<file path="src/rtl/dc_filter_ctrl.sv">
// DC filter sequencing controller.
// Generates the 3 MHz sample strobe from the 24 MHz clock and walks the DC
// filter through reset, fast settling, normal tracking and estimate hold.
//
//   state  | meaning
//   -------+------------------------------------------------------------
//   IDLE   | filter held in reset, waiting for start
//   CLEAR  | filter held in reset for two 3 MHz strobes
//   SETTLE | fast coefficient for the latched number of strobes
//   RUN    | normal coefficient, output samples valid
//   HOLD   | DC estimate frozen, output samples still valid
module dc_filter_ctrl (
  input  logic        CLK_24M,
  input  logic        reset,
  input  logic        start,
  input  logic        stop,
  input  logic        freeze,
  input  logic [15:0] settle_len,
  output logic        enable_3M,
  output logic        filter_rst_n,
  output logic [1:0]  k_sel,
  output logic        data_valid,
  output logic [2:0]  state_o
);

  typedef enum logic [2:0] {
    IDLE   = 3'd0,
    CLEAR  = 3'd1,
    SETTLE = 3'd2,
    RUN    = 3'd3,
    HOLD   = 3'd4
  } state_t;

  state_t      state;
  state_t      state_nxt;
  logic [2:0]  prescaler;
  logic [1:0]  clr_cnt;
  logic [15:0] settle_cnt;
  logic [15:0] settle_len_q;
  logic        restart;

  // A start that is not overridden by stop (re)enters CLEAR from any state.
  assign restart = start && !stop;
  assign state_o = state;

  // Free-running divide-by-8; the strobe is registered off the 7->0 wrap.
  always_ff @(posedge CLK_24M or posedge reset) begin
    if (reset) begin
      prescaler <= 3'd0;
      enable_3M <= 1'b0;
    end else begin
      prescaler <= prescaler + 3'd1;
      enable_3M <= (prescaler == 3'd7);
    end
  end

  // Next-state decode: stop beats start, start beats freeze-driven moves.
  always_comb begin
    state_nxt = state;
    if (stop) begin
      state_nxt = IDLE;
    end else if (start) begin
      state_nxt = CLEAR;
    end else begin
      case (state)
        IDLE:    state_nxt = IDLE;
        CLEAR: begin
          if (enable_3M && clr_cnt == 2'd1)
            state_nxt = (settle_len_q == 16'd0) ? RUN : SETTLE;
        end
        SETTLE: begin
          if (settle_cnt == settle_len_q)
            state_nxt = RUN;
        end
        RUN: begin
          if (freeze)
            state_nxt = HOLD;
        end
        HOLD: begin
          if (!freeze)
            state_nxt = RUN;
        end
        default: state_nxt = IDLE;
      endcase
    end
  end

  // Strobe counters for CLEAR and SETTLE, plus the settle length snapshot.
  always_ff @(posedge CLK_24M or posedge reset) begin
    if (reset) begin
      clr_cnt      <= 2'd0;
      settle_cnt   <= 16'd0;
      settle_len_q <= 16'd0;
    end else begin
      if (restart)
        settle_len_q <= settle_len;

      if (restart || state != CLEAR)
        clr_cnt <= 2'd0;
      else if (enable_3M)
        clr_cnt <= clr_cnt + 2'd1;

      // Counter stays at zero outside SETTLE, so it is clear on every entry.
      if (restart || state != SETTLE)
        settle_cnt <= 16'd0;
      else if (enable_3M && settle_cnt != settle_len_q)
        settle_cnt <= settle_cnt + 16'd1;
    end
  end

  // State register and outputs decoded from the next state so they line up.
  always_ff @(posedge CLK_24M or posedge reset) begin
    if (reset) begin
      state        <= IDLE;
      filter_rst_n <= 1'b0;
      k_sel        <= 2'd0;
      data_valid   <= 1'b0;
    end else begin
      state        <= state_nxt;
      filter_rst_n <= (state_nxt == SETTLE) || (state_nxt == RUN) || (state_nxt == HOLD);
      case (state_nxt)
        RUN:     k_sel <= 2'd1;
        HOLD:    k_sel <= 2'd2;
        default: k_sel <= 2'd0;
      endcase
      // Strobe delayed one clock to match the filter's output register,
      // dropped if the sequence leaves RUN/HOLD on this edge.
      data_valid   <= enable_3M && ((state_nxt == RUN) || (state_nxt == HOLD));
    end
  end

endmodule

</file>
<file path="config.mk">
export PLATFORM = sky130hd
export DESIGN_NAME = dc_filter_ctrl
export DESIGN_NICKNAME = d
export VERILOG_FILES = /design/src/rtl/dc_filter_ctrl.sv
export SDC_FILE = /design/constraint.sdc
export NUM_CORES = 1
export LEC_CHECK = 0
export CORE_ASPECT_RATIO = 1.4
export CORE_UTILIZATION = 30
export DETAILED_ROUTE_END_ITERATION = 7
export GPL_TIMING_DRIVEN = 0
export PLACE_DENSITY = 0.58
export SLEW_MARGIN = 20
export SYNTH_ARGS = -nofsm -noshare
export SYNTH_HDL_FRONTEND = slang
export SYNTH_SLANG_ARGS = --single-unit
</file>
<file path="constraint.sdc">
create_clock -name CLK_24M -period 2.44 [get_ports CLK_24M]
set_input_delay 0.732 -clock CLK_24M [delete_from_list [all_inputs] [get_ports CLK_24M]]
set_output_delay 0.732 -clock CLK_24M [all_outputs]
set_load 0.005 [all_outputs]
</file>
==> results.rst, run 1 <==
.. list-table::
   :header-rows: 1

   * - Metric
     - Value
   * - Outcome
     - finished clean
   * - Via density per instance
     - 4.99
   * - Ports
     - 29
   * - Number of setup violations in the final report
     - 0
   * - Count of buffers from port buffering
     - 28
   * - CTS Root Buffer Type
     - sky130_fd_sc_hd__clkbuf_8
   * - Synthesized net count
     - 230
   * - Worst setup skew after layout
     - 0.0115 ns
   * - Final critical delay including setup and external delays
     - 2.22 ns
   * - Global-route usage over all layers
     - 0.137
   * - Postcts setup bufs
     - 0
   * - Antenna Nets Post-Route
     - 0
   * - Post-placement worst setup slack
     - -0.336 ns
   * - Total of max-cap violations
     - 0
   * - Netlist area before placement
     - approximately 2200 µm²
   * - Fraction of post-synthesis cell area in the top cell type by area
     - 0.505
   * - Slowest Stage Delay on Critical Path
     - roughly 0.49 ns
   * - Number of inserted diodes
     - 0
   * - Sequential power share
     - 0.527
   * - Post-route fraction of the period consumed by the critical path
     - 0.910
   * - Most instantiated cells after synthesis
     - sky130_fd_sc_hd__dfrtp_1 (45), sky130_fd_sc_hd__xnor2_1 (17), sky130_fd_sc_hd__mux2_2 (16)
   * - Top cells by area in the synthesized netlist
     - sky130_fd_sc_hd__dfrtp_1 (50%), sky130_fd_sc_hd__mux2_2 (8.1%), sky130_fd_sc_hd__xnor2_1 (6.7%), sky130_fd_sc_hd__a21oi_1 (2.9%), sky130_fd_sc_hd__ha_1 (2.2%)
   * - HPWL after detailed placement
     - ~3500 µm
   * - Global-route wire length before repair
     - 8110 µm
   * - Die Footprint
     - 7790 µm²
   * - Post-synth EDFFs
     - 0
   * - Proportion of register bits with asynchronous set or reset after synthesis
     - 1.00
   * - Gate Count Post-Synth
     - 205
   * - Chip height
     - 104 µm
   * - Data required time of the critical path
     - 2.61 ns
   * - Launch instance of the worst min-delay path
     - prescaler[0]
   * - Cell-by-cell listing of the critical path
     - clkdlybuf4s50_1 > nor2b_1 > clkbuf_2 > nand2b_1 > clkbuf_1 > nor2_1
   * - Via count of the first global-routing pass
     - 1,639
   * - Routed Wire Length
     - 4770 µm
   * - Detailed router's first-iteration violation count
     - 64
   * - Highest achievable clock rate
     - 450 MHz
   * - Category of the critical setup timing path
     - primary input to flip-flop
   * - Setup slack after layout
     - 0.219 ns
   * - WHS Endpoint
     - prescaler[0]
   * - DR WL/cell
     - 14.1 µm
   * - Critical Path Fanout Max
     - 10
   * - R2R Path End
     - settle_cnt[1]
   * - Share of final-layout standard cells stronger than drive strength 1
     - 0.145
   * - Via count
     - 1,683
   * - Post-synthesis cell type count
     - 35
   * - Clock-pin slew reported for the worst setup and hold paths after clock tree synthesis
     - 0.09 ns
   * - Final weighted congestion of routability-driven global placement
     - roughly 0.81
   * - Leading register cell type out of synthesis
     - sky130_fd_sc_hd__dfrtp_1
   * - Number of non-filler instances in the completed layout
     - between 300 and 400
   * - Critical path endpoint category
     - flip-flop
   * - Cell type group with the largest total delay on the critical path
     - buffers and inverters
   * - Clk network pwr share
     - 0.370
   * - Setup repair after global routing missed its margin
     - no
   * - R2R setup slack
     - between 0.4 and 0.5 ns
   * - Switching share of total power
     - 0.240
   * - Startpoint Class
     - primary input
   * - Register bit count reported by yosys
     - 45
   * - Hold violation total from the final report
     - 0
   * - Placed instance count
     - 329
   * - Core footprint
     - 7070 µm²
   * - Number of warnings issued by yosys
     - 0
   * - DRC Markers
     - 0
   * - Number of buffers between clock root and the deepest sink
     - 2
   * - Pwr dens
     - 571 nW/µm²
   * - Clock latency of the later-clocked register in the worst-skew pair
     - approximately 0.3 ns
   * - Initial cell density of the core
     - 0.315
   * - TritonCTS clock tree
     - built
   * - Tightest Pin Transition
     - 0.435 ns
   * - Number of cells on the worst hold path
     - 1
   * - Slowest stage cell, crit path
     - sky130_fd_sc_hd__clkdlybuf4s50_1
   * - Antenna violations before repair
     - 0
   * - Library cell occupying the most area in the post-synthesis netlist
     - sky130_fd_sc_hd__dfrtp_1
   * - Leakage power figure
     - 0.00106 µW
   * - Internal power of the cells
     - 1200 µW
   * - Gate power share
     - 0.104
   * - Worst max-slew margin expressed relative to the limit
     - 0.707
   * - Area growth, synth to finish
     - 24.1%
   * - Share of synthesized area occupied by flip-flops and latches
     - 0.505
   * - R2r worst-path depth
     - 8
   * - Final slew viol count
     - 0
   * - Largest net degree at the start of global routing
     - 31
   * - Overall die width
     - 74.9 µm
   * - Arrival time of data at the critical path endpoint
     - 2.39 ns
   * - First-pass iteration count of the detailed router
     - 4
   * - Switch Pwr
     - between 300 and 400 µW
   * - Final worst hold slack
     - 0.426 ns
   * - Reg-to-reg startpoint
     - settle_cnt[2]
   * - Final global-route overflow total
     - 0
   * - Number of cell rows
     - 36
   * - H-tree lvl count
     - 2
   * - Dominant cell by count in the synthesized netlist
     - sky130_fd_sc_hd__dfrtp_1
   * - Clk sinks
     - 45
   * - Clock buffers created by TritonCTS
     - 5
   * - Class of the worst hold path
     - flip-flop to flip-flop
   * - Post-layout nets
     - 266
   * - Worst path buffer plus inverter count
     - 3
   * - Worst supply voltage drop on vdd
     - 0.000266 V
   * - Post-synthesis area per instance
     - 10.9 µm²
[worst reg2reg max path, delay by kind of cell, from the launching register on]
family	cells	cell delay, ns
AOI/OAI and AO/OA	1	0.45
buffers and inverters	3	0.47
xor gates and xnor gates	1	0.12
and+or+nand+nor	2	0.23
muxes	1	0.18
DFF	1	0.38
[how the worst max path moves through the flow]
stage	from	endpoint	cells past startpoint
final	start	settle_cnt[1]	6
after global routing	start	settle_cnt[1]	6
after CTS	start	settle_cnt[1]	6
after detailed placement	start	settle_cnt[1]	6
after global placement	start	settle_cnt[0]	6
after floorplan	start	settle_len_q[0]	4
[cell usage in the layout, fill, tap and decap left out, drive strengths merged, types with 2 or more instances in the layout]
cell type,n
mux2,16
a21oi,13
o31ai,6
a211oi,3
nor3,2
o21ai,10
clkdlybuf4s50,28
nand2,10
dfrtp,45
nand4,7
ha,4
clkbuf,7
and3,2
or3,7
nor4,6
xnor2,17
inv,11
mux2i,2
a31oi,2
buf,6
nand2b,4
nand3,9
nor2b,3
or4,6
nor2,7
[stage by stage]
stage | total power, µW | cell area (µm²) | util | TNS (ns)
2_1_floorplan | 937 | 2230 | - | 0
3_3_place_gp | 1000 | 2630 | 0.372 | -19.63
3_5_place_dp | 1010 | 2650 | 0.375 | -5.03
4_1_cts | 1600 | 2770 | 0.391 | 0
5_1_grt | 1650 | 2770 | 0.391 | 0
6_report | 1580 | 2770 | 0.391 | 0
[cells by family after synthesis]
family	share of synthesized area
xor gates and xnor gates	0.0707
DFF	0.505
buffers and inverters	0.0381
and+or+nand+nor	0.172
adders and majority gates	0.0224
muxes	0.0897
AOI/OAI and AO/OA	0.103
[power by group through the flow]
stage          registers, µW  clock network (µW)  logic [µW]
6_report                 832                 584         164
5_1_grt                  837                 634         181
4_1_cts                  832                 605         166
3_5_place_dp             846                   0         164
3_3_place_gp             846                   0         159
2_1_floorplan            832                   0         105
[timing repair]
action                     in CTS  in global routing
setup endpoints to repair       2                  0
hold endpoints to repair        0                  0
resized for setup               1                  0
hold buffers                    0                  0
[layer usage]
layer / wire (µm) / track usage
met5: 0 / 0
met4: 102 / 0.0539
met3: 126 / 0.0291
met2: 2400 / 0.219
met1: 2140 / 0.175
[area by class of cell]
class                           instances  area [µm²]
Fill cell                             701        4300
Sequential cell                        45        1130
Multi-Input combinational cell        144        1020
Timing Repair Buffer                   29         300
Tap cell                               95         119
Clock buffer                            5        68.8
Buffer                                  7        52.6
Clock inverter                          3        47.5
Inverter                                9        33.8
[sequential cells by signal, indices dropped and copies added, names as in the netlist]
register,cells
prescaler,3
settle_cnt,16
clr_cnt,2
k_sel,2
enable_3M,1
data_valid,1
settle_len_q,16
state_o,3
filter_rst_n,1
(Power assumes the default switching activity.)
==> run 2, diff against run 1 <==
- HOLD_SLACK_MARGIN: default -> 0.12
==> results of run 2 <==
No change in the layout: final DEF, timing and power equal those of run 1.
==> run 3, diff against run 2 <==
- ABC_CLOCK_PERIOD_IN_PS: default -> 2440
==> results of run 3 <==
No change in the layout: final DEF, timing and power equal those of run 1.
